==> config.mk <==
export PLATFORM = sky130hd
export DESIGN_NAME = arp_requester
export DESIGN_NICKNAME = d
export VERILOG_FILES = /design/src/rtl/arp_requester_pkg.sv /design/src/rtl/arp_req_frame.sv /design/src/rtl/arp_requester.sv
export SDC_FILE = /design/constraint.sdc
export NUM_CORES = 1
export LEC_CHECK = 0
export ABC_AREA = 1
export CAP_MARGIN = 25
export CORE_UTILIZATION = 56
export CTS_BUF_LIST = sky130_fd_sc_hd__clkbuf_4 sky130_fd_sc_hd__clkbuf_8 sky130_fd_sc_hd__clkbuf_16
export DETAILED_ROUTE_END_ITERATION = 16
export PLACE_DENSITY = 0.9
export SLEW_MARGIN = 25
export SYNTH_ARGS = -nofsm -noshare
export SYNTH_HDL_FRONTEND = slang
export SYNTH_SLANG_ARGS = --single-unit
==> constraint.sdc <==
create_clock -name mac_clk -period 8.62 [get_ports mac_clk]
set_input_delay 0.862 -clock mac_clk [delete_from_list [all_inputs] [get_ports mac_clk]]
set_output_delay 0.862 -clock mac_clk [all_outputs]
set_load 0.02 [all_outputs]
==> src/rtl/arp_requester_pkg.sv <==
`default_nettype none
// ============================================================================
// Module   : arp_requester_pkg
// Purpose  : ARP frame offsets, protocol constants, state encoding and byte
//            helpers shared by the ARP requester and its frame generator.
// Revision : 1.0 - initial release
// ============================================================================
package arp_requester_pkg;

    localparam logic [5:0]  c_OFF_ETHERTYPE = 6'd12;
    localparam logic [5:0]  c_OFF_OPER      = 6'd20;
    localparam logic [5:0]  c_OFF_SHA       = 6'd22;
    localparam logic [5:0]  c_OFF_SPA       = 6'd28;
    localparam logic [5:0]  c_OFF_THA       = 6'd32;
    localparam logic [5:0]  c_OFF_TPA       = 6'd38;
    localparam logic [5:0]  c_FRAME_LEN     = 6'd42;
    localparam logic [5:0]  c_LAST_ADDR     = c_FRAME_LEN - 6'd1;

    localparam logic [15:0] c_ETHERTYPE_ARP = 16'h0806;
    localparam logic [15:0] c_OPER_REQ      = 16'd1;
    localparam logic [15:0] c_OPER_REP      = 16'd2;

    localparam logic [3:0]  c_ST_IDLE       = 4'd0;
    localparam logic [3:0]  c_ST_TX_WRITE   = 4'd1;
    localparam logic [3:0]  c_ST_TX_NEXT    = 4'd2;
    localparam logic [3:0]  c_ST_WAIT_REPLY = 4'd3;
    localparam logic [3:0]  c_ST_RX_CHECK   = 4'd4;
    localparam logic [3:0]  c_ST_RX_MAC     = 4'd5;
    localparam logic [3:0]  c_ST_RX_RELEASE = 4'd6;
    localparam logic [3:0]  c_ST_DONE_OK    = 4'd7;
    localparam logic [3:0]  c_ST_DONE_FAIL  = 4'd8;

    function automatic logic [7:0] mac_byte(input logic [47:0] mac, input int idx);
        return 8'(mac >> (8 * (5 - idx)));
    endfunction

    function automatic logic [7:0] ip_byte(input logic [31:0] ip, input int idx);
        return 8'(ip >> (8 * (3 - idx)));
    endfunction

    // Fixed ARP header bytes 12..21: ethertype, HTYPE=1, PTYPE=0800, HLEN, PLEN, OPER.
    function automatic logic [7:0] arp_hdr_byte(input logic [5:0] addr, input logic [15:0] oper);
        logic [7:0] b;
        b = 8'h00;
        case (addr)
            c_OFF_ETHERTYPE:         b = c_ETHERTYPE_ARP[15:8];
            c_OFF_ETHERTYPE + 6'd1:  b = c_ETHERTYPE_ARP[7:0];
            6'd15:                   b = 8'h01;
            6'd16:                   b = 8'h08;
            6'd18:                   b = 8'h06;
            6'd19:                   b = 8'h04;
            c_OFF_OPER:              b = oper[15:8];
            c_OFF_OPER + 6'd1:       b = oper[7:0];
            default:                 b = 8'h00;
        endcase
        return b;
    endfunction

    // Expected reply byte at a checked offset (header, SPA, TPA).
    function automatic logic [7:0] arp_rx_expected(input logic [5:0]  addr,
                                                   input logic [31:0] tgt_ip,
                                                   input logic [31:0] own_ip);
        if (addr < c_OFF_SHA)
            return arp_hdr_byte(addr, c_OPER_REP);
        else if (addr < c_OFF_THA)
            return ip_byte(tgt_ip, int'(addr) - int'(c_OFF_SPA));
        else
            return ip_byte(own_ip, int'(addr) - int'(c_OFF_TPA));
    endfunction

    function automatic logic [5:0] arp_next_check(input logic [5:0] addr);
        if (addr == c_OFF_OPER + 6'd1)
            return c_OFF_SPA;
        else if (addr == c_OFF_SPA + 6'd3)
            return c_OFF_TPA;
        else
            return addr + 6'd1;
    endfunction

endpackage
`default_nettype wire

==> src/rtl/arp_req_frame.sv <==
`default_nettype none
// ============================================================================
// Module   : arp_req_frame
// Purpose  : Combinational byte generator for the 42-byte ARP request frame.
// Revision : 1.0 - initial release
// ============================================================================
module arp_req_frame (
    input  logic [5:0]  i_addr,
    input  logic [47:0] i_my_mac,
    input  logic [31:0] i_my_ip,
    input  logic [31:0] i_target_ip,
    output logic [7:0]  o_byte
);
    import arp_requester_pkg::*;

    always_comb begin
        o_byte = 8'h00;
        if (i_addr < 6'd6)
            o_byte = 8'hFF;
        else if (i_addr < c_OFF_ETHERTYPE)
            o_byte = mac_byte(i_my_mac, int'(i_addr) - 6);
        else if (i_addr < c_OFF_SHA)
            o_byte = arp_hdr_byte(i_addr, c_OPER_REQ);
        else if (i_addr < c_OFF_SPA)
            o_byte = mac_byte(i_my_mac, int'(i_addr) - int'(c_OFF_SHA));
        else if (i_addr < c_OFF_THA)
            o_byte = ip_byte(i_my_ip, int'(i_addr) - int'(c_OFF_SPA));
        else if (i_addr < c_OFF_TPA)
            o_byte = 8'h00;
        else if (i_addr < c_FRAME_LEN)
            o_byte = ip_byte(i_target_ip, int'(i_addr) - int'(c_OFF_TPA));
    end

endmodule
`default_nettype wire

==> src/rtl/arp_requester.sv <==
`default_nettype none
// ============================================================================
// Module   : arp_requester
// Purpose  : ARP initiator - transmits a request, scans RX packets for the
//            matching reply, retries on timeout and returns the sender MAC.
// Revision : 1.0 - initial release
// ============================================================================
module arp_requester #(
    parameter int TIMEOUT_CYCLES = 12500000,
    parameter int MAX_RETRIES    = 3
) (
    input  logic        mac_clk,
    input  logic        reset_n,
    input  logic        req,
    input  logic [31:0] target_ip,
    input  logic [47:0] myMAC,
    input  logic [31:0] myIP,
    output logic        busy,
    output logic        done,
    output logic        ok,
    output logic [47:0] resolved_mac,
    output logic [7:0]  packet_out,
    output logic [5:0]  packet_out_addr,
    output logic        packet_out_we,
    output logic        packet_xmit,
    input  logic        packet_ready,
    output logic [5:0]  packet_read_addr,
    input  logic [7:0]  packet_data,
    output logic        done_with_packet
);
    import arp_requester_pkg::*;

    localparam logic [23:0] c_TIMER_LAST = 24'(TIMEOUT_CYCLES - 1);
    localparam logic [7:0]  c_RETRY_MAX  = 8'(MAX_RETRIES);
    localparam logic [5:0]  c_MAC_LAST   = c_OFF_SHA + 6'd5;

    logic [3:0]  r_state;
    logic [3:0]  w_next_state;
    logic [5:0]  r_tx_addr;
    logic [5:0]  r_rd_addr;
    logic [1:0]  r_wait;
    logic [23:0] r_timer;
    logic [7:0]  r_retry;
    logic [31:0] r_target_ip;
    logic        r_match;
    logic        r_ok;
    logic [47:0] r_mac;
    logic [7:0]  w_tx_byte;
    logic        w_expired;
    logic        w_retry_left;
    logic        w_rx_valid;
    logic        w_rx_byte_ok;
    logic        w_timing;
    logic        w_restart;

    arp_req_frame u_frame (
        .i_addr      (r_tx_addr),
        .i_my_mac    (myMAC),
        .i_my_ip     (myIP),
        .i_target_ip (r_target_ip),
        .o_byte      (w_tx_byte)
    );

    assign w_expired    = (r_timer == c_TIMER_LAST);
    assign w_retry_left = (r_retry < c_RETRY_MAX);
    // RX data lags the read address by two cycles; compare on the third.
    assign w_rx_valid   = (r_wait == 2'd2);
    assign w_rx_byte_ok = (packet_data == arp_rx_expected(r_rd_addr, r_target_ip, myIP));
    assign w_timing     = (r_state == c_ST_WAIT_REPLY) || (r_state == c_ST_RX_CHECK) ||
                          (r_state == c_ST_RX_MAC)     || (r_state == c_ST_RX_RELEASE);
    assign w_restart    = (w_next_state == c_ST_TX_WRITE) &&
                          ((r_state == c_ST_WAIT_REPLY) || (r_state == c_ST_RX_RELEASE));

    always_comb begin
        w_next_state = r_state;
        case (r_state)
            c_ST_IDLE:       if (req) w_next_state = c_ST_TX_WRITE;
            c_ST_TX_WRITE:   w_next_state = c_ST_TX_NEXT;
            c_ST_TX_NEXT:    w_next_state = (r_tx_addr == c_LAST_ADDR) ? c_ST_WAIT_REPLY : c_ST_TX_WRITE;
            c_ST_WAIT_REPLY: begin
                if (w_expired)
                    w_next_state = w_retry_left ? c_ST_TX_WRITE : c_ST_DONE_FAIL;
                else if (packet_ready)
                    w_next_state = c_ST_RX_CHECK;
            end
            c_ST_RX_CHECK: begin
                if (w_rx_valid) begin
                    if (!w_rx_byte_ok)
                        w_next_state = c_ST_RX_RELEASE;
                    else if (r_rd_addr == c_LAST_ADDR)
                        w_next_state = c_ST_RX_MAC;
                end
            end
            c_ST_RX_MAC:     if (w_rx_valid && (r_rd_addr == c_MAC_LAST)) w_next_state = c_ST_RX_RELEASE;
            c_ST_RX_RELEASE: begin
                // A match wins even if the timer ran out while checking.
                if (!packet_ready) begin
                    if (r_match)
                        w_next_state = c_ST_DONE_OK;
                    else if (w_expired)
                        w_next_state = w_retry_left ? c_ST_TX_WRITE : c_ST_DONE_FAIL;
                    else
                        w_next_state = c_ST_WAIT_REPLY;
                end
            end
            c_ST_DONE_OK:    w_next_state = c_ST_IDLE;
            c_ST_DONE_FAIL:  w_next_state = c_ST_IDLE;
            default:         w_next_state = c_ST_IDLE;
        endcase
    end

    always_ff @(posedge mac_clk or negedge reset_n) begin
        if (!reset_n) begin
            r_state     <= c_ST_IDLE;
            r_tx_addr   <= 6'd0;
            r_rd_addr   <= 6'd0;
            r_wait      <= 2'd0;
            r_timer     <= 24'd0;
            r_retry     <= 8'd0;
            r_target_ip <= 32'd0;
            r_match     <= 1'b0;
            r_ok        <= 1'b0;
            r_mac       <= 48'd0;
        end else begin
            r_state <= w_next_state;
            if (w_timing && !w_expired)
                r_timer <= r_timer + 24'd1;
            case (r_state)
                c_ST_IDLE: begin
                    if (req) begin
                        r_target_ip <= target_ip;
                        r_ok        <= 1'b0;
                        r_retry     <= 8'd0;
                        r_tx_addr   <= 6'd0;
                    end
                end
                c_ST_TX_NEXT: begin
                    if (r_tx_addr == c_LAST_ADDR)
                        r_timer <= 24'd0;
                    else
                        r_tx_addr <= r_tx_addr + 6'd1;
                end
                c_ST_WAIT_REPLY: begin
                    if (w_next_state == c_ST_RX_CHECK) begin
                        r_rd_addr <= c_OFF_ETHERTYPE;
                        r_wait    <= 2'd0;
                        r_match   <= 1'b0;
                    end
                end
                c_ST_RX_CHECK: begin
                    if (!w_rx_valid) begin
                        r_wait <= r_wait + 2'd1;
                    end else if (w_rx_byte_ok) begin
                        r_wait    <= 2'd0;
                        r_rd_addr <= (r_rd_addr == c_LAST_ADDR) ? c_OFF_SHA : arp_next_check(r_rd_addr);
                    end
                end
                c_ST_RX_MAC: begin
                    if (!w_rx_valid) begin
                        r_wait <= r_wait + 2'd1;
                    end else begin
                        r_mac  <= {r_mac[39:0], packet_data};
                        r_wait <= 2'd0;
                        if (r_rd_addr == c_MAC_LAST)
                            r_match <= 1'b1;
                        else
                            r_rd_addr <= r_rd_addr + 6'd1;
                    end
                end
                c_ST_RX_RELEASE: begin
                    if (w_next_state == c_ST_DONE_OK)
                        r_ok <= 1'b1;
                end
                default: ;
            endcase
            if (w_restart) begin
                r_retry   <= r_retry + 8'd1;
                r_tx_addr <= 6'd0;
            end
        end
    end

    assign busy             = (r_state != c_ST_IDLE) && (r_state != c_ST_DONE_OK) &&
                              (r_state != c_ST_DONE_FAIL);
    assign done             = (r_state == c_ST_DONE_OK) || (r_state == c_ST_DONE_FAIL);
    assign ok               = r_ok;
    assign resolved_mac     = r_mac;
    assign packet_out_we    = (r_state == c_ST_TX_WRITE);
    assign packet_out       = packet_out_we ? w_tx_byte : 8'h00;
    assign packet_out_addr  = r_tx_addr;
    assign packet_xmit      = (r_state == c_ST_TX_NEXT) && (r_tx_addr == c_LAST_ADDR);
    assign packet_read_addr = r_rd_addr;
    assign done_with_packet = (r_state == c_ST_RX_RELEASE);

endmodule
`default_nettype wire

==> flow_summary_export.csv <==
group,metric,value,unit
timing,max_slew_margin,33.36,%
layout,layout.cells.most_common,"nand2_1",
logic_synthesis,synthCells,1259,
global_routing,antenna_found_initial,1,
timing,rsz0062_at_grt,"false",
die,start_util,58.02,%
worst_setup_path,critPathMaxFanout,48,
die,die_w,131.0,um
placed_design,hpwl,21.55,mm
worst_setup_path,critPathLaunchType,"flop",
logic_synthesis,ys_seq_area_share,35.46,%
logic_synthesis,synth_top_area_share,35.46,%
placed_design,gp_congestion,0.9520,
logic_synthesis,synth_area_leaders,"dfrtp_1 35%, nand2_1 9.3%, mux2_2 7.5%, ha_1 6.4%, o21ai_0 6.1%",
worst_setup_path,cp.required,7.76,ns
power,power_leakage,5.572,nW
drt,post-route-drc-count,0,
worst_setup_path,critical_path.most_common_cell,"nand2_1",
global_routing,grt-ovfl-total,0,
global_routing,grt_pass1_wl,45.38,mm
global_routing,grt_max_degree,76,
worst_setup_path,arrival,5.20,ns
clocking,cts_tree,"done",
worst_setup_path,reg2reg_from,"packet_read_addr[1]$_DFFE_PN0P_",
clocking,ctsHtreeMaxLevel,4,
timing,hold_viol,0,
power,combPwrFrac,48.7,%
die,die-height,131.0,um
timing,post-route-min-period,6.060,ns
layout,fillers,1197,
global_routing,grtUsageTotal,34.77,%
global_routing,met1_usage,41.08,%
drt,wl_per_cell,17.75,um
power,seqPwrFrac,29.2,%
layout,final_cell_mix,"230 x nand2_1, 196 x clkdlybuf4s50_1, 150 x nor2_1",
power,p_switching,1.452,mW
drt,vias,9806,
layout,syn_to_final_growth,28.97,%
clocking,numCtsBuffers,17,
die,rows,46,
clocking,cts.clk_slew.worst_paths,0.06,ns
logic_synthesis,synthDistinctLibCells,51,
worst_setup_path,critical_path.startpoint,"packet_out_addr[1]$_DFFE_PN0P_",
drt,viasPerCell,5.889,
power,clockPowerShare,22.1,%
timing,slew_violations,0,
logic_synthesis,yosys_warnings,0,
timing,fin_setup_tns,0,ns
hold_path,hold_start,"r_match$_DFFE_PN0P_",
worst_setup_path,cp-end-kind,"output port",
power,power_density,271.6,mW/mm^2
global_routing,use_met3,8.021,%
placed_design,portBuffers,197,
clocking,clock_path_buffers,2,
layout,final_util,74.82,%
logic_synthesis,synth_seq_cells,132,
drt,first_iter_violations,935,
job,cap_violations,0,
logic_synthesis,avgSynthCellArea,7.400,um^2
power,ir_drop,0.3268,mV
global_routing,top_usage_layer,"met2",
layout,drive_gt1_share,9.254,%
die,dieArea,0.01716,mm^2
clocking,post-cts-setup-buffer-count,0,
logic_synthesis,dominantRegCellSynth,"dfrtp_1",
drt,postRouteAntennaNets,0,
layout,nNetsFinal,1607,
global_routing,grtUsageMet2,59.54,%
die,io_pins,198,
timing,finalSetupViolCount,0,
timing,fmax,165.0,MHz
logic_synthesis,synth_top_area_cell,"dfrtp_1",
hold_path,hold_path_class,"reg2reg",
power,swShare,44.48,%
clocking,ctsHoldBuffers,0,
clocking,clkLatencyLatePin,0.44,ns
logic_synthesis,syn-cell-area,0.009316,mm^2
logic_synthesis,synth.net_count,1431,
clocking,cts.sinks,132,
power,p_int,1.812,mW
global_routing,grt_pass1_vias,9178,
worst_setup_path,max_stage_delay,0.63,ns
timing,tightest_slew,0.9961,ns
timing,fin_crit_sh,70.30,%
die,coreArea,0.01606,mm^2
clocking,cts-root-buf,"clkbuf_16",
clocking,post_cts_resized,0,
logic_synthesis,synth_edf_count,0,
outcome,outcome,"complete, no violations",
timing,skew,0.008703,ns
logic_synthesis,synthArstFlopShare,100.0,%
drt,drt_wl_total,29.55,mm
worst_setup_path,critPathKind,"reg2out",
drt,first_pass_iters,6,
worst_setup_path,slowest_stage,"clkdlybuf4s50_1",
worst_setup_path,worstPathCellList,"buf_4, inv_1, ha_1, ha_1, a21oi_1, nor2_1, nand2_1, ha_1, or2_2, nor4_1, nand4_1, nor3_1, nand2_1, nand2_1, nand2_1, nand3_1, nand2_1, a21oi_1, clkdlybuf4s50_1",
==> cell families (layout without fill, tap and decap cells) <==
family          after synthesis  count (layout)  share of synthesized area, %
simple gates                535             535                         24.67
compound gates              276             276                         16.56
buf+inv                     190             379                         7.870
flops                       132             132                         35.46
mux                          62              62                         7.494
fa+ha+maj                    48              48                         6.446
xor+xnor                     16              16                         1.504
other cells                   0               1                             0
==> power groups by stage <==
stage          clock network [mW]  registers, mW  logic (mW)
6_report                    0.720          0.953        1.59
5_1_grt                     0.746          0.972        1.74
4_1_cts                     0.723          0.946        1.57
3_5_place_dp                    0          0.952        1.55
3_3_place_gp                    0          0.940        1.52
2_1_floorplan                   0          0.987       0.947
==> worst max-delay path, delay by kind of cell, from the launching register on <==
| family | cells | cell delay (ns) |
|---|---|---|
| buffers and inverters | 3 | 1.44 |
| AO/OA/AOI/OAI | 2 | 0.22 |
| adder cells (fa/ha/maj) | 3 | 0.97 |
| flip-flops | 1 | 0.33 |
| AND/OR/NAND/NOR | 11 | 1.80 |
==> synth_stat cells (12+ instances only) <==
library cell and number:
a21oi_1 107, buf_2 12, clkbuf_1 32, dfrtp_1 132, ha_1 48, inv_1 135, mux2_2 62, nand2_1 232
nand3_1 74, nand4_1 26, nor2_1 150, nor3_1 15, nor4_1 13, o21ai_0 113, xor2_1 12
==> area by class of cell <==
class                      instances  area, um^2  share of cell area, %
multi-input combinational        937        5295                  44.07
sequential                       132        3304                  27.50
timing repair buffer             204        2022                  16.83
inverter                         143       536.8                  4.467
clock buffer                      18       439.2                  3.655
tap                              216       270.3                  2.249
clock inverter                    14       145.1                  1.208
antenna                            1       2.502                0.02083
==> metrics by stage <==
stage          hold slack [ns]  cells  area (um^2)  power, mW  setup slack, ns
2_1_floorplan           0.4421   1259         9316      1.934            3.912
3_3_place_gp            0.4652   1632        11420      2.457            3.229
3_5_place_dp            0.4737   1632        11420      2.504            3.084
4_1_cts                 0.4901   1664        12010      3.239            2.614
5_1_grt                 0.4973   1665        12020      3.459            2.163
6_report                0.4835   1665        12020      3.264            2.560
==> registers in the layout (all words and copies together) (netlist names) <==
| signal | flops |
|---|---|
| packet_out_addr | 6 |
| resolved_mac | 48 |
| r_target_ip | 32 |
| r_retry | 8 |
| ok | 1 |
| r_timer | 24 |
| packet_read_addr | 6 |
| r_state | 4 |
| r_wait | 2 |
| r_match | 1 |
==> metal layers <==
layer | vias to the layer above | share of wire, %
li1 | 4608 | -
met1 | 4536 | 37
met2 | 558 | 48
met3 | 104 | 11
met5 | - | 0
met4 | 0 | 4.2
==> final timing paths <==
path	slack (ns)	end	cells past startpoint
worst min-delay path	0.48	r_match$_DFFE_PN0P_	2
worst max-delay path	2.56	packet_out[3]	19
worst max register to register	4.95	r_wait[0]$_DFFE_PN0P_	22
max in group asynchronous	6.71	packet_out_addr[0]$_DFFE_PN0P_	2
worst min register to register	0.48	r_match$_DFFE_PN0P_	2
min in group asynchronous	0.54	r_timer[9]$_DFF_PN0_	1
No activity file was read; power rests on OpenSTA's default activity.
